`src/rtl/uart_cmd_seq.sv`:
```
// Plays a byte table out through the uart_tx valid/ready handshake.
// Supports an inter-byte gap, loop or single-pass mode, abort, and byte/pass accounting.
module uart_cmd_seq #(
  parameter int unsigned DEPTH = 64,
  parameter int unsigned AW    = $clog2(DEPTH),
  parameter int unsigned GAP_W = 16,
  parameter int unsigned XLEN  = 32
) (
  input  logic             clk_i,
  input  logic             rst_n_i,
  input  logic             tbl_wr_en_i,
  input  logic [AW-1:0]    tbl_wr_addr_i,
  input  logic [7:0]       tbl_wr_data_i,
  input  logic [AW:0]      tbl_len_i,
  input  logic [GAP_W-1:0] gap_i,
  input  logic             loop_i,
  input  logic             start_i,
  input  logic             abort_i,
  input  logic             uart_tx_data_rdy_i,
  output logic [7:0]       uart_tx_data_o,
  output logic             uart_tx_data_vld_o,
  output logic             busy_o,
  output logic             done_o,
  output logic [XLEN-1:0]  tx_cnt_o
);

  typedef enum logic [1:0] {StIdle, StFetch, StSend, StGap} state_e;

  state_e           state_q;
  logic [7:0]       mem_q [DEPTH];
  logic [AW-1:0]    idx_q;
  logic [AW:0]      len_q;
  logic [GAP_W-1:0] gap_q;
  logic [GAP_W-1:0] gap_cnt_q;
  logic             loop_q;
  logic [7:0]       data_q;
  logic             vld_q;
  logic             busy_q;
  logic             done_q;
  logic [XLEN-1:0]  cnt_q;

  logic   hs;
  logic   last;
  state_e after_send;

  assign hs         = vld_q & uart_tx_data_rdy_i;
  assign last       = ({1'b0, idx_q} == (len_q - (AW+1)'(1)));
  assign after_send = (gap_q != '0) ? StGap : StFetch;

  // Table is not reset; writes are only honoured while idle.
  always_ff @(posedge clk_i) begin
    if (tbl_wr_en_i && (state_q == StIdle)) begin
      mem_q[tbl_wr_addr_i] <= tbl_wr_data_i;
    end
  end

  always_ff @(posedge clk_i) begin
    if (!rst_n_i) begin
      state_q   <= StIdle;
      idx_q     <= '0;
      len_q     <= '0;
      gap_q     <= '0;
      gap_cnt_q <= '0;
      loop_q    <= 1'b0;
      data_q    <= 8'h00;
      vld_q     <= 1'b0;
      busy_q    <= 1'b0;
      done_q    <= 1'b0;
      cnt_q     <= '0;
    end else begin
      done_q <= 1'b0;
      if (abort_i && (state_q != StIdle)) begin
        // A handshake landing on the abort edge still counts.
        state_q <= StIdle;
        vld_q   <= 1'b0;
        busy_q  <= 1'b0;
        if ((state_q == StSend) && hs) begin
          cnt_q <= cnt_q + XLEN'(1);
        end
      end else begin
        case (state_q)
          StIdle: begin
            if (start_i && !abort_i) begin
              len_q  <= tbl_len_i;
              gap_q  <= gap_i;
              loop_q <= loop_i;
              cnt_q  <= '0;
              idx_q  <= '0;
              if (tbl_len_i == '0) begin
                done_q <= 1'b1;
              end else begin
                busy_q  <= 1'b1;
                state_q <= StFetch;
              end
            end
          end
          StFetch: begin
            data_q  <= mem_q[idx_q];
            vld_q   <= 1'b1;
            state_q <= StSend;
          end
          StSend: begin
            if (hs) begin
              vld_q     <= 1'b0;
              cnt_q     <= cnt_q + XLEN'(1);
              gap_cnt_q <= gap_q - GAP_W'(1);
              if (last) begin
                done_q <= 1'b1;
                idx_q  <= '0;
                if (loop_q) begin
                  state_q <= after_send;
                end else begin
                  state_q <= StIdle;
                  busy_q  <= 1'b0;
                end
              end else begin
                idx_q   <= idx_q + AW'(1);
                state_q <= after_send;
              end
            end
          end
          StGap: begin
            if (gap_cnt_q == '0) begin
              state_q <= StFetch;
            end else begin
              gap_cnt_q <= gap_cnt_q - GAP_W'(1);
            end
          end
          default: state_q <= StIdle;
        endcase
      end
    end
  end

  assign uart_tx_data_o     = data_q;
  assign uart_tx_data_vld_o = vld_q;
  assign busy_o             = busy_q;
  assign done_o             = done_q;
  assign tx_cnt_o           = cnt_q;

endmodule

```
`config.mk`:
```
export PLATFORM = sky130hd
export DESIGN_NAME = uart_cmd_seq
export DESIGN_NICKNAME = d
export VERILOG_FILES = /design/src/rtl/uart_cmd_seq.sv
export SDC_FILE = /design/constraint.sdc
export NUM_CORES = 1
export LEC_CHECK = 0
export CORE_ASPECT_RATIO = 0.7
export CORE_MARGIN = 1
export CORE_UTILIZATION = 45
export DETAILED_ROUTE_END_ITERATION = 6
export GPL_TIMING_DRIVEN = 1
export PLACE_DENSITY = 0.68
export SLEW_MARGIN = 10
export SYNTH_ARGS = -nofsm -noshare
export SYNTH_HDL_FRONTEND = slang
export SYNTH_SLANG_ARGS = --single-unit
```
`constraint.sdc`:
```
create_clock -name clk_i -period 7.8 [get_ports clk_i]
set_input_delay 1.56 -clock clk_i [delete_from_list [all_inputs] [get_ports clk_i]]
set_output_delay 1.56 -clock clk_i [all_outputs]
set_load 0.02 [all_outputs]
```
-- Yosys cells after proc, flatten, opt, wreduce, memory -nomap -nowiden
Memories as Yosys holds them, arrays and structs flattened. A register that Yosys moved wholly into a read port is not among the register bits.
Index checks and enable logic that the tools add are counted.
- flip-flop bits (word level): 83
- memory bits (writable): 512
- memories kept: 1
- memory list (name ; depth ; bits a word ; rd ports ; clocked after memory_dff ; write ports ; RTL line ; text):
    mem_q ; 64 ; 8 ; 1 ; 1 ; 1 ; 30 ; logic [7:0] mem_q [DEPTH];
- add/sub/neg operators: 5
- equal/unequal tests: 14
- multiplexer cells: 35
- bitwise logic cells: 3
- reduce and logical (&&, ||, !) cells: 24
- operator list (kind ; count):
    $mux W32 ; 4
    $pmux W32 S2 ; 1
    $add A32 B1 Y32 const B ; 1
    $mux W16 ; 2
    $pmux W16 S2 ; 1
    $sub A16 B1 Y16 const B ; 2
    $mux W6 ; 3
    $logic_not A16 Y1 ; 1
    $reduce_and A4 Y1 ; 4
    $reduce_bool A16 Y1 ; 1
    $mux W2 ; 7
    $mux W1 ; 12
    $ne A2 B2 Y1 const B ; 6
    $pmux W6 S2 ; 1
    $pmux W2 S4 ; 1
    $reduce_bool A2 Y1 ; 4
    $eq A6 B7 Y1 ; 1
    $logic_not A7 Y1 ; 1
    $sub A7 B1 Y7 const B ; 1
    $add A6 B1 Y6 const B ; 1
    $pmux W1 S2 ; 3
    $reduce_and A6 Y1 ; 1
    $eq A2 B2 Y1 const B ; 2
    $logic_and A1 B1 Y1 ; 4
    12 further kinds ; 16

-- Logic depth before layout (Yosys ltp)
Gate-level depths: netlist (run 1).
- word-level depth: 6
- mapped depth: 14
- mapped depth without buffers: 8

-- Least setup slack after synthesis (run 1)
OpenSTA, ideal clock, no wires.
- kind: input -> register
- start point: in tbl_wr_addr_i[4]
- end point: mem mem_q[17][0] (enable)
- library setup time: 0.370 ns
- arrival: 2.758 ns
- path slack: 4.672 ns
- stages: 4
- path through: clkbuf_1 -> or3b_2 -> clkbuf_1 -> nor2_1
- RTL lines (element ; RTL line ; text):
    from (decl) ; 12 ; input logic [AW-1:0] tbl_wr_addr_i,
    to (decl) ; 30 ;
No word-level cell before the write port.

-- Worst setup path after layout (run 1)
- start point: in tbl_wr_addr_i[2]
- end point: mem mem_q[39][3] (enable)
No word-level cell before the write port.

==> results of run 1 <==
kinds of logic (layout without fill, tap and decap cells):
| kind of cell | count (synthesis) | after routing | synth area share, % |
|---|---|---|---|
| flip-flops | 603 | 603 | 68.95 |
| AND/OR/NAND/NOR | 405 | 405 | 8.001 |
| AO/OA/AOI/OAI | 224 | 224 | 6.316 |
| multiplexers | 197 | 197 | 12.81 |
| buffers and inverters | 89 | 217 | 1.896 |
| XOR/XNOR | 45 | 45 | 1.580 |
| adder cells (fa/ha/maj) | 9 | 9 | 0.4515 |
where the power goes:
part | leakage (uW) | internal [uW] | total [uW] | switching [uW]
registers | 0.00534 | 3560 | 3690 | 125
clock network | 0.000890 | 1550 | 2780 | 1230
logic | 0.00245 | 477 | 1190 | 711
total | 0.00868 | 5590 | 7660 | 2070
flip-flops by register name, summed over array words and instances (netlist names):
signal	cells
state_q	2
uart_tx_data_o	8
len_q	7
tx_cnt_o	32
gap_cnt_q	16
done_o	1
mem_q	512
uart_tx_data_vld_o	1
idx_q	6
busy_o	1
gap_q	16
loop_q	1
metal layers:
layer	GRT usage, %	part of all wire, %	vias up
met3	6.422	11	73
met1	33.93	46	7306
met2	29.50	41	673
li1	-	-	6343
met5	0	0	-
met4	5.245	1.6	0
stage by stage:
stage | instances | total power [uW] | instance area [sq um] | util (%)
2_1_floorplan | 1572 | 4569 | 24940 | -
3_3_place_gp | 2325 | 4909 | 26380 | 48.69
3_5_place_dp | 2325 | 4933 | 26380 | 48.69
4_1_cts | 2430 | 7688 | 28250 | 52.14
5_1_grt | 2430 | 7935 | 28250 | 52.14
6_report | 2430 | 7656 | 28250 | 52.14
how the worst max path moves through the flow:
stage,slack [ns],endpoint,startpoint,cells past startpoint
final,4.22,mem_q[39][3],tbl_wr_addr_i[2],4
after global routing,3.99,uart_tx_data_o[2],idx_q[0],6
after CTS,4.29,uart_tx_data_o[6],idx_q[0],6
after detailed placement,3.74,mem_q[39][0],tbl_wr_addr_i[2],4
after global placement,3.76,mem_q[11][3],tbl_wr_addr_i[1],5
after floorplan,4.67,mem_q[17][0],tbl_wr_addr_i[4],4
cells in the mapped netlist (8+ instances only):
| cell | number | area (sq um) |
|---|---|---|
| buf_2 | 29 | 145.1 |
| nand3_1 | 32 | 160.2 |
| o21ai_0 | 34 | 170.2 |
| a21boi_0 | 32 | 240.2 |
| a21oi_1 | 37 | 185.2 |
| nor3_1 | 20 | 100.1 |
| xnor2_1 | 14 | 122.6 |
| ha_1 | 9 | 112.6 |
| edfxtp_1 | 512 | 15370 |
| buf_4 | 11 | 82.58 |
| a32oi_1 | 8 | 70.07 |
| a22oi_1 | 13 | 97.59 |
| nand2_1 | 121 | 454.2 |
| mux2i_1 | 93 | 930.9 |
| o221ai_1 | 17 | 148.9 |
| buf_6 | 8 | 90.09 |
| xor2_1 | 31 | 271.5 |
| clkbuf_1 | 30 | 112.6 |
| mux4_2 | 97 | 2185 |
| nand3b_1 | 8 | 60.06 |
| o22ai_1 | 9 | 56.30 |
| nand2b_1 | 10 | 62.56 |
| and2_1 | 10 | 62.56 |
| nor2_1 | 130 | 488.0 |
| dfxtp_1 | 91 | 1822 |
| nor2b_1 | 14 | 87.58 |
| a31oi_1 | 9 | 56.30 |
| a211oi_1 | 13 | 97.59 |
cell usage in the layout, fill, tap and decap left out, types with 8 or more instances in the layout:
master	n
edfxtp_1	512
nor2_1	130
nand2_1	121
mux4_2	97
mux2i_1	93
dfxtp_1	87
clkdlybuf4s50_1	78
clkbuf_16	57
a21oi_1	37
o21ai_0	34
nand3_1	32
a21boi_0	32
xor2_1	31
nor3_1	20
buf_4	19
o221ai_1	17
clkinv_1	15
nor2b_1	14
xnor2_1	14
a22oi_1	13
a211oi_1	13
nand2b_1	10
and2_1	10
o22ai_1	9
a31oi_1	9
nand3b_1	8
a32oi_1	8
ha_1	8
buf_2	8
worst reg2reg max path, cell delays in order, from the launching register on:
cell,delay (ns)
dfxtp_4,0.96
buf_4,0.74
mux4_2,0.63
a211oi_1,0.66
a22oi_1,0.23
nand3_1,0.16
nand2_1,0.06
area by class of cell:
class | count | area, sq um | share of cell area, %
sequential | 603 | 17210 | 60.90
inverter | 7 | 26.28 | 0.09299
clock inverter | 41 | 417.9 | 1.479
timing repair buffer | 105 | 963.4 | 3.410
clock buffer | 64 | 1453 | 5.141
multi-input combinational | 880 | 7274 | 25.75
tap | 730 | 913.4 | 3.233
==> results.json, run 1 <==
{
  "cts_sinks": 603,
  "cts_max_level": 2,
  "initial_utilization_pct": 46.03,
  "hpwl_microns": 37980,
  "status": "finished clean",
  "r2r_start": "idx_q[0]",
  "worst_skew_pair.late_latency_ns": 0.63,
  "grt_max_degree": 65,
  "hold_buffers": 0,
  "fin_crit_ns": 3.584,
  "setup_ws_ns": 4.216,
  "fp.dieW_microns": 283.4,
  "fill_cells": 4393,
  "slew_headroom_pct": 28.30,
  "synth.distinct_cells": 79,
  "synthToLayoutAreaGrowth_pct": 13.28,
  "hold_viol": 0,
  "power.density_nw_per_um2": 271.0,
  "ios": 87,
  "setup_tns_ns": 0,
  "ys.flop_type": "edfxtp_1",
  "worstRegToRegCells": 6,
  "vias_per_cell": 5.924,
  "routed_wl_microns": 60820,
  "port_buffers": 86,
  "synth_cells": 1572,
  "drv_slew": 0,
  "gp_congestion": 0.8397,
  "whs_ns": 0.5082,
  "syn_area_per_cell_sq_um": 15.87,
  "cp_slowest_cell": "nor2_1",
  "grt_first_pass_wirelength_microns": 91060,
  "max_freq_mhz": 279.0,
  "drive_gt1_share_pct": 14.24,
  "ys_seq_elements": 603,
  "required_ns": 8.02,
  "grt_pass1_vias": 13940,
  "drtPass1Iterations": 6,
  "syn-num-nets": 1625,
  "hold_path_end": "gap_cnt_q[13]",
  "critical-path-top-delay-family": "simple AND/OR/NAND/NOR gates",
  "rows": 71,
  "cp_data_arrival_time_ns": 3.81,
  "drt.antenna.violating_nets": 0,
  "synth-edff-count": 512,
  "antenna_found_initial": 0,
  "grt_setup_unrepaired": "false",
  "yosysWarningCount": 0,
  "p_leak_uw": 0.008679,
  "coreArea_sq_um": 54190,
  "numCtsBuffers": 57,
  "vdd_drop_max_uv": 164.8,
  "clk_pin_slew_ns": 0.07,
  "netlist_area_sq_um": 24940,
  "period_share_pct": 45.94,
  "min_path_cells": 2,
  "setup_viol": 0,
  "worstPathMaxFanout": 8,
  "cts_resized": 0,
  "drcViolationCount": 0,
  "cts_buffer_depth": 3,
  "worst_setup_path_end_kind": "flop",
  "ys_seq_area_share_pct": 68.95,
  "start_kind": "primary input",
  "crit_buf_inv": 1,
  "postSynth.asyncResetShare_pct": 0,
  "crit_chain": "clkdlybuf4s50_1, and3_1, nand3_1, nor2_1",
  "grt-ovfl-total": 0,
  "critPathKind": "primary input to flop",
  "globalRouteTotalUtil_pct": 21.78,
  "n_antenna_cell": 0,
  "cpPeakStageDelay_ns": 0.85,
  "min_path_type": "flop to flop",
  "postCtsSetupBuffers": 0,
  "cap_violations": 0,
  "worst_pin_slew_ns": 1.066,
  "place_ws_ns": 3.738,
  "final.setup_skew_ns": 0.04041,
  "cts_tree": "built",
  "rr_endpoint": "uart_tx_data_o[3]",
  "via_count": 14400,
  "avgRoutedWirePerCell_microns": 25.03,
  "hp-start": "gap_cnt_q[13]",
  "root_buffer": "clkbuf_16",
  "die_h_microns": 199.0,
  "die-area_sq_um": 56390,
  "drt_first_iter_violations": 1659,
  "nets": 1707,
  "rrSetupSlack_ns": 4.27
}
(Power assumes the default switching activity.)
==> run 2: changes to the inputs <==
==> constraint.sdc (replaced) <==
create_clock -name clk_i -period 3.71 [get_ports clk_i]
set_input_delay 0.742 -clock clk_i [delete_from_list [all_inputs] [get_ports clk_i]]
set_output_delay 0.742 -clock clk_i [all_outputs]
set_load 0.02 [all_outputs]
==> results.json, run 2 (same netlist as run 1, synthesis figures left out) <==
{
  "drv_slew": 0,
  "postCtsSetupBuffers": 0,
  "cp_data_arrival_time_ns": 3.24,
  "max_freq_mhz": 333.7,
  "cap_violations": 0,
  "status": "finished clean",
  "worst_skew_pair.late_latency_ns": 0.64,
  "critPathKind": "flop to flop",
  "grt_max_degree": 65,
  "largest_reg_flops": 512,
  "required_ns": 3.95,
  "initial_utilization_pct": 46.03,
  "grt_pass1_vias": 14210,
  "setup_tns_ns": 0,
  "die_h_microns": 199.0,
  "fill_cells": 4343,
  "worst_pin_slew_ns": 0.8976,
  "synthToLayoutAreaGrowth_pct": 15.20,
  "drive_gt1_share_pct": 17.23,
  "min_path_type": "flop to flop",
  "gp_congestion": 0.8967,
  "coreArea_sq_um": 54190,
  "p_leak_uw": 0.009013,
  "mostFrequentLayoutCell": "edfxtp_1",
  "grt_first_pass_wirelength_microns": 92000,
  "cpPeakStageDelay_ns": 0.75,
  "numCtsBuffers": 57,
  "hpwl_microns": 40280,
  "place_area_sq_um": 26890,
  "drtPass1Iterations": 5,
  "power.density_nw_per_um2": 562.9,
  "worstPathMaxFanout": 9,
  "final_cell_mix": "edfxtp_1, nor2_1, nand2_1",
  "cts_sinks": 603,
  "regMostFlops": "mem_q",
  "root_buffer": "clkbuf_16",
  "final_area_sq_um": 28730,
  "start_kind": "flop",
  "dp.cells": 2384,
  "slew_headroom_pct": 40.16,
  "cts_tree": "built",
  "worstRegToRegCells": 5,
  "hold_buffers": 0,
  "drt.antenna.violating_nets": 0,
  "cp_slowest_cell": "nor2_1",
  "total_power_uw": 16170,
  "whs_ns": 0.5030,
  "cts_max_level": 2,
  "cts_buffer_depth": 3,
  "antenna_found_initial": 0,
  "cts_resized": 0,
  "via_count": 14630,
  "crit_chain": "inv_1, ha_1, nor2b_1, nand2_1, nor2_1",
  "ios": 87,
  "period_share_pct": 80.78,
  "worst_setup_path_end_kind": "flop",
  "avgRoutedWirePerCell_microns": 25.06,
  "drcViolationCount": 0,
  "port_buffers": 86,
  "min_path_cells": 2,
  "fin_cells": 2489,
  "fin_crit_ns": 2.997,
  "rows": 71,
  "hold_viol": 0,
  "globalRouteTotalUtil_pct": 22.10,
  "grt_setup_unrepaired": "false",
  "die-area_sq_um": 56390,
  "setup_viol": 0,
  "drt_first_iter_violations": 1814,
  "fp.dieW_microns": 283.4,
  "vias_per_cell": 5.879,
  "n_antenna_cell": 0,
  "vdd_drop_max_uv": 436.3,
  "grt-ovfl-total": 0,
  "routed_wl_microns": 62370,
  "clk_pin_slew_ns": 0.07,
  "final.setup_skew_ns": 0.03514,
  "nets": 1766
}
## run 2: worst max-delay path, delay by kind of cell (launching register included)
family | cells | cell delay [ns]
AND/OR/NAND/NOR | 3 | 1.60
adder cells (fa/ha/maj) | 1 | 0.54
flip-flops | 1 | 0.33
buffers and inverters | 1 | 0.13
## run 2: area by class of cell
class                      count  area (sq um)  share of cell area (%)
tap                          730         913.4                   3.179
inverter                       7         26.28                 0.09145
clock inverter                33         310.3                   1.080
sequential                   603         17210                   59.88
clock buffer                  72          1533                   5.334
timing repair buffer         164          1469                   5.112
multi-input combinational    880          7274                   25.32
## run 2: path summary, 6_finish.rpt
kind	start	endpoint	slack [ns]
worst max-delay path	state_q[0]	mem_q[28][2]	0.71
worst min-delay path	gap_q[6]	gap_q[6]	0.50
worst max register to register	state_q[0]	mem_q[28][2]	0.71
worst min register to register	gap_q[6]	gap_q[6]	0.50
## run 2: report_power, final
| group | switching [uW] | internal, uW | total (uW) | leakage, uW |
|---|---|---|---|---|
| logic | 1590 | 1070 | 2660 | 0.00277 |
| registers | 222 | 7490 | 7710 | 0.00534 |
| clock network | 2590 | 3210 | 5800 | 0.000896 |
## run 2: per-stage QoR
step,utilization (%),setup WS (ns)
final,53.02,0.7129
after global routing,53.02,0.5700
after global placement,49.62,0.7197
after floorplan,-,0.8853
after CTS,53.02,0.7659
after detailed placement,49.62,0.5895
## run 2: layer usage
layer | vias up | wire, microns | share of wire [%] | global-route usage [%]
li1 | 6451 | - | - | -
met1 | 7442 | 28560 | 46 | 33.62
met2 | 651 | 26070 | 42 | 30.35
met3 | 88 | 6531 | 10 | 7.064
met4 | 0 | 1208 | 1.9 | 5.526
met5 | - | 0 | 0 | 0
==> run 3: changes to the inputs <==
--- a/config.mk
+++ b/config.mk
@@ -10,7 +10,7 @@
 export CORE_UTILIZATION = 45
 export DETAILED_ROUTE_END_ITERATION = 6
 export GPL_TIMING_DRIVEN = 1
-export PLACE_DENSITY = 0.68
+export PLACE_DENSITY = 0.7
 export SLEW_MARGIN = 10
 export SYNTH_ARGS = -nofsm -noshare
 export SYNTH_HDL_FRONTEND = slang
==> constraint.sdc (replaced) <==
create_clock -name clk_i -period 2.51 [get_ports clk_i]
set_input_delay 0.502 -clock clk_i [delete_from_list [all_inputs] [get_ports clk_i]]
set_output_delay 0.502 -clock clk_i [all_outputs]
set_load 0.02 [all_outputs]
==> results.json, run 3 (same netlist as run 1, synthesis figures left out) <==
{
  "hold_path_end": "mem_q[40][3]",
  "numCtsBuffers": 55,
  "avgRoutedWirePerCell_microns": 23.56,
  "period_share_pct": 95.85,
  "crit_buf_inv": 0,
  "critPathKind": "flop to flop",
  "min_path_cells": 2,
  "mostFrequentLayoutCell": "edfxtp_1",
  "coreArea_sq_um": 54190,
  "cp_data_arrival_time_ns": 2.90,
  "drcViolationCount": 0,
  "multi_input_area_sq_um": 7303,
  "clk_pin_slew_ns": 0.07,
  "worst_pin_slew_ns": 0.7878,
  "gp_congestion": 0.8981,
  "setup_viol": 0,
  "cts_buffer_depth": 3,
  "drt_first_iter_violations": 1702,
  "start_kind": "flop",
  "fin_crit_ns": 2.406,
  "antenna_found_initial": 1,
  "min_path_type": "primary input to flop",
  "grt_pass1_vias": 14550,
  "cp_slowest_cell": "dfxtp_1",
  "worstRegToRegCells": 8,
  "via_count": 14970,
  "power.density_nw_per_um2": 813.1,
  "cts_tree": "built",
  "status": "finished clean",
  "rrSetupSlack_ns": 0.10,
  "regArea_sq_um": 17210,
  "grt-ovfl-total": 0,
  "required_ns": 3.00,
  "fp.dieW_microns": 283.4,
  "fill_cells": 4281,
  "grt_max_degree": 65,
  "whs_ns": 0.4045,
  "die_h_microns": 199.0,
  "r2r_start": "state_q[1]",
  "vias_per_cell": 5.821,
  "rows": 71,
  "grt_first_pass_wirelength_microns": 90470,
  "largest_reg_flops": 512,
  "p_leak_uw": 0.009431,
  "final_cell_mix": "edfxtp_1, buf_4, nor2_1",
  "total_power_uw": 23910,
  "cts_sinks": 603,
  "fin_util_pct": 54.27,
  "worstPathMaxFanout": 15,
  "synthToLayoutAreaGrowth_pct": 17.92,
  "final.setup_skew_ns": 0.02846,
  "hold_viol": 0,
  "port_buffers": 86,
  "hpwl_microns": 40600,
  "initial_utilization_pct": 46.03,
  "crit_chain": "ha_4, mux2i_1, ha_2, o221ai_2, or2_1, nor3_2, o211ai_1, o211a_1",
  "worst_setup_path_end_kind": "flop",
  "critical-path-top-delay-family": "adder cells",
  "rr_endpoint": "gap_cnt_q[14]",
  "die-area_sq_um": 56390,
  "vdd_drop_max_uv": 569.7,
  "drv_slew": 0,
  "regMostFlops": "mem_q",
  "hp-start": "tbl_wr_data_i[3]",
  "ios": 87,
  "setup_tns_ns": 0,
  "cpPeakStageDelay_ns": 0.43,
  "drt.antenna.violating_nets": 0,
  "root_buffer": "clkbuf_16",
  "worst_skew_pair.late_latency_ns": 0.61,
  "cap_violations": 0,
  "globalRouteTotalUtil_pct": 21.45,
  "nets": 1852,
  "drive_gt1_share_pct": 21.30,
  "slew_headroom_pct": 47.48,
  "cts_max_level": 2,
  "grt_setup_unrepaired": "false",
  "drtPass1Iterations": 5,
  "max_freq_mhz": 415.7,
  "routed_wl_microns": 60560
}
run 3: changes by cell type in the layout (fill, tap and decap cells not counted), sizes merged, moves of 2 or more:
cell	before	now
clkinvlp	4	6
clkbuf	72	68
bufinv	4	7
clkinv	23	16
buf	86	174
run 3: worst reg2reg max path: stages (launching register included):
cell      delay, ns
dfxtp_1        0.43
ha_4           0.29
mux2i_1        0.28
ha_2           0.29
o221ai_2       0.15
or2_1          0.36
nor3_2         0.22
o211ai_1       0.13
o211a_1        0.14
run 3: how the worst max path moves through the flow:
stage,startpoint,end,slack [ns],depth (start not counted)
3_5_place_dp,tbl_wr_en_i,mem_q[48][7],-0.14,6
4_1_cts,state_q[0],tx_cnt_o[20],0.05,9
3_3_place_gp,tbl_wr_en_i,mem_q[48][2],-0.14,6
2_1_floorplan,state_q[1],gap_cnt_q[14],0.02,14
6_report,state_q[1],gap_cnt_q[14],0.10,8
5_1_grt,gap_cnt_q[7],state_q[0],0.02,6
run 3: final cells by class:
type | instances | share of cell area [%]
Clock buffer | 68 | 4.914
Sequential cell | 603 | 58.51
Timing Repair Buffer | 252 | 7.411
Clock inverter | 30 | 1.132
Multi-Input combinational cell | 880 | 24.83
Tap cell | 730 | 3.106
Inverter | 7 | 0.08934
Antenna cell | 1 | 0.008508
run 3: power by group:
| group | switching, uW | total [uW] | internal [uW] |
|---|---|---|---|
| logic | 2370 | 4160 | 1790 |
| clock network | 3600 | 8390 | 4790 |
| registers | 292 | 11400 | 11100 |
run 3: timing repair:
item | in CTS | in global routing
setup buffers | 0 | 0
endpoints found under the setup margin | 0 | 18
resized for setup | 0 | 7
hold buffers | 0 | 0
run 3: per-stage QoR:
step	area (sq um)	setup slack, ns	std cells
global placement	27610	-0.1423	2472
finish	29410	0.1042	2571
detailed placement	27610	-0.1425	2472
global route	29410	0.02486	2570
floorplan	24980	0.01622	1572
CTS	29390	0.04899	2570
run 3: layer usage:
layer	vias to the layer above	wire, microns	track usage, %
li1	6626	-	-
met1	7623	27170	31.78
met2	640	25850	30.55
met3	76	6426	6.663
met4	0	1115	5.465
met5	-	0	0
==> variant 1: new RTL, flow settings as in run 3 <==
Put one more register stage on the output `tx_cnt_o`, with the module's reset. The value now appears one clock later. The other outputs are not delayed to match.
--- a/src/rtl/uart_cmd_seq.sv
+++ b/src/rtl/uart_cmd_seq.sv
@@ -136,7 +136,13 @@
   assign uart_tx_data_vld_o = vld_q;
   assign busy_o             = busy_q;
   assign done_o             = done_q;
-  assign tx_cnt_o           = cnt_q;
+  always_ff @(posedge clk_i) begin
+    if (!rst_n_i) begin
+      tx_cnt_o <= '0;
+    end else begin
+      tx_cnt_o <= cnt_q;
+    end
+  end
 
 endmodule
 
Function: changed (a bounded check fails within 4 cycles, from zero or initial values and one cycle with rst_n_i low).
==> variant 1 against run 3 <==
- worst setup slack worse by 0.094 ns
- design area grew 4.3%
- first-iteration DRC count shrank 4.9%
- clock skew rose by 0.0028 ns
- synthesized area grew 2.0%
- global-route usage up 0.56 points
- power increased by 8.4%
- clock power increased by 12%
- die area up 2.0%
- wire length is 3.7% higher
- critical path depth shrank 2
- sequential cell count rose by 32
- combinational power grew 10%
- critical path type unchanged
- largest cell class unchanged
==> variant 1: results <==
group,metric,value,unit
status,status,"completed",
drt,avgRoutedWirePerCell,23.3,µm
global_routing,grt_pass1_wl,95400,µm
drt,drt-initial-drc-count,1619,
finish,n_fill_cell,4335,
synth,yosys-top-cells-count,"512 x edfxtp_1, 143 x nor2_1, 123 x dfxtp_1, 106 x nand2_1, 104 x mux2i_1",
setup_path,rr_worst_depth,6,
setup_path,arrival,3.02,ns
finish,buf_share,8.15,%
global_routing,grtUsageTotal,22.0,%
finish,drive_gt1_share,21.5,%
setup_path,cp_max_fo,8,
finish,antenna_cells,0,
setup_path,reg2reg_to,"gap_cnt_q[15]$_SDFFE_PN0P_",
pwr,swShare,26.1,%
global_routing,grt_max_degree,65,
synth,synth_area_leaders,"edfxtp_1 60%, dfxtp_1 9.7%, mux4_2 7.6%, mux2i_1 4.1%, nor2_1 2.1%",
global_routing,first_global_vias,15400,
setup_path,crit_type,"flop to flop",
min_path,worst_hold_startpoint,"tbl_wr_data_i[2]",
finish,clk_share,6.64,%
finish,seq_area_share,58.2,%
drt,wl_met2,27700,µm
pwr,ir_drop,516,µV
setup_path,r2r_slack,0.01,ns
sta,finalClockSkew,0.0312,ns
finish,multi_input_cells,914,
setup_path,critical-path-top-delay-family,"simple AND/OR/NAND/NOR gates",
synth,synth_seq_cells,635,
synth,muxShareOfSynthArea,12.4,%
sta,slew_headroom,50.3,%
synth,synth.distinct_cells,71,
finish,n_all_buffers,283,
placed_design,place_hpwl,41600,µm
global_routing,antenna_found_initial,0,
setup_path,max_stage_delay,0.48,ns
synth,synth_fa_ha_area_share,0.442,%
synth,synth_compound_area_share,5.95,%
min_path,holdPathEnd,"mem_q[4][2]$_DFFE_PP_",
synth,synth-edff-count,512,
drt,met3_wirelength,5830,µm
synth,yosys.area_share.xor_xnor,1.41,%
synth,ys_seq_area_share,70.1,%
finish,inv_count,14,
drt,wl_met1,28100,µm
setup_path,crit_path_top_delay_cell,"or4b_4",
synth,synthFlopType,"edfxtp_1",
pwr,power.static_leakage,9.97,nW
finish,fin_nets,1959,
synth,syn-num-nets,1703,
clock_network,numCtsBuffers,58,
## variant 1: cell types whose count changed after synthesis, sizes merged, moves of 7 or more
cell    before  now
a21boi      33    2
a21oi       37   57
and2        10   38
buf         51   28
clkbuf      31   59
dfxtp       91  123
inv          7   14
mux2         7   15
mux2i       93  104
mux4        97   86
nand2      121  106
nor2       130  143
nor4        13    6
o22ai        9   20
## variant 1: layer usage
metal | vias up | global-route usage [%]
li1 | 6913 | -
met1 | 7847 | 33.6
met2 | 642 | 31.9
met3 | 92 | 4.93
met4 | 0 | 5.23
met5 | - | 0
## variant 1: what timing repair did
item	in CTS	in global routing
gates resized for setup	2	11
setup buffers	0	1
hold buffers	0	0
endpoints found under the setup margin	1	13
pin swaps	0	0
## variant 1: metrics by stage
stage | power [W] | area [µm²] | setup WS [ns] | instances | setup TNS, ns
final | 0.0259 | 30700 | 0.0102 | 2694 | 0
after global routing | 0.0268 | 30700 | -0.0696 | 2694 | -0.0696
after CTS | 0.0259 | 30600 | 0.0529 | 2693 | 0
after detailed placement | 0.0166 | 28600 | -0.172 | 2585 | -0.207
after global placement | 0.0165 | 28600 | -0.108 | 2585 | -0.143
after floorplan | 0.0147 | 25500 | -0.0194 | 1650 | -0.0383
## variant 1: power groups by stage
stage | logic, W | clock network (W) | registers, W
finish | 0.00459 | 0.00943 | 0.0119
global route | 0.00493 | 0.00996 | 0.0119
CTS | 0.00449 | 0.00958 | 0.0119
detailed placement | 0.00446 | 0 | 0.0121
global placement | 0.00439 | 0 | 0.0121
floorplan | 0.00266 | 0 | 0.0121
==> variant 2: new RTL, settings of run 3 <==
Without the edit above. Change the parameter `GAP_W` from 16 to 20.
--- a/src/rtl/uart_cmd_seq.sv
+++ b/src/rtl/uart_cmd_seq.sv
@@ -3,7 +3,7 @@
 module uart_cmd_seq #(
   parameter int unsigned DEPTH = 64,
   parameter int unsigned AW    = $clog2(DEPTH),
-  parameter int unsigned GAP_W = 16,
+  parameter int unsigned GAP_W = 20,
   parameter int unsigned XLEN  = 32
 ) (
   input  logic             clk_i,
Interface: changed (resized gap_i); port bits go from 87 to 91. No check against the original RTL was run, so the function may have changed too.
==> variant 2 against run 3 <==
- fmax grew 0.22%
- design area grew 2.1%
- largest cell class unchanged
- synthesized area grew 0.83%
- count of clock-buffer cells in the layout grew 6
- wire length grew 3.4%
- sequential cell count grew 8
- worst setup slack gained 0.0053 ns
Power is not compared: it rests on default switching activity, and its combinational part moved more than twofold at a synthesized area within 25%.
==> variant 2: results <==
group,metric,value,unit
drt,vias,15400,
setup_path,arrival,2.92,ns
pwr,design_power_total,0.0215,W
drt,wl_met2,27700,µm
global_routing,met3_usage,4.45,%
drt,wl,62600,µm
placed_design,place_area,28200,µm²
synth,syn-num-nets,1656,
sta,finalClockSkew,0.0355,ns
clock_network,clkLatencyLatePin,0.64,ns
finish,nClkBuffers,74,
finish,design.seq.count,611,
finish,seq_area_share,57.8,%
finish,inv_count,21,
global_routing,grtUsageTotal,22.0,%
placed_design,pre_cts_ws,-0.183,ns
finish,fin_nets,1906,
placed_design,gp_congestion,0.888,
placed_design,placedCellCount,2528,
finish,clk_share,6.09,%
finish,n_all_buffers,275,
sta,hold_ws,0.354,ns
sta,tightest_slew,0.918,ns
synth,yosys-top-cells-count,"512 x edfxtp_1, 137 x nor2_1, 110 x mux4_2, 101 x nand2_1, 99 x dfxtp_1",
setup_path,crit_path_top_delay_cell,"mux4_2",
synth,synth_compound_area_share,6.63,%
global_routing,antenna_found_initial,0,
setup_path,max_stage_delay,0.57,ns
status,status,"completed",
synth,synth_area_leaders,"edfxtp_1 61%, mux4_2 9.9%, dfxtp_1 7.9%, mux2i_1 2.6%, nor2_1 2.0%",
finish,n_fill_cell,4327,
synth,yosys.area_share.xor_xnor,1.43,%
setup_path,critical-path-top-delay-family,"compound AO/OA/AOI/OAI gates",
synth,ys_seq_area_share,69.0,%
global_routing,grt_pass1_wl,93900,µm
## variant 2: changes by cell type in the layout (fill, tap and decap cells not counted), moves of 12 or more
| cell | before | now |
|---|---|---|
| a21oi_1 | 37 | 75 |
| a21boi_0 | 32 | 2 |
| mux2i_1 | 93 | 66 |
| nand2_1 | 121 | 101 |
| xor2_1 | 31 | 15 |
| inv_1 | 6 | 20 |
| mux4_2 | 97 | 110 |
| o22ai_1 | 9 | 21 |
| xnor2_1 | 14 | 26 |
## variant 2: path summary, 6_finish.rpt
check / endpoint / depth (start not counted) / from
worst max-delay path: uart_tx_data_o[3]$_SDFFE_PN0P_ / 6 / idx_q[0]$_SDFFE_PN0P_
worst min-delay path: mem_q[54][4]$_DFFE_PP_ / 2 / tbl_wr_data_i[4]
worst max register to register: uart_tx_data_o[3]$_SDFFE_PN0P_ / 6 / idx_q[0]$_SDFFE_PN0P_
worst min register to register: gap_q[17]$_SDFFE_PN0P_ / 2 / gap_q[17]$_SDFFE_PN0P_
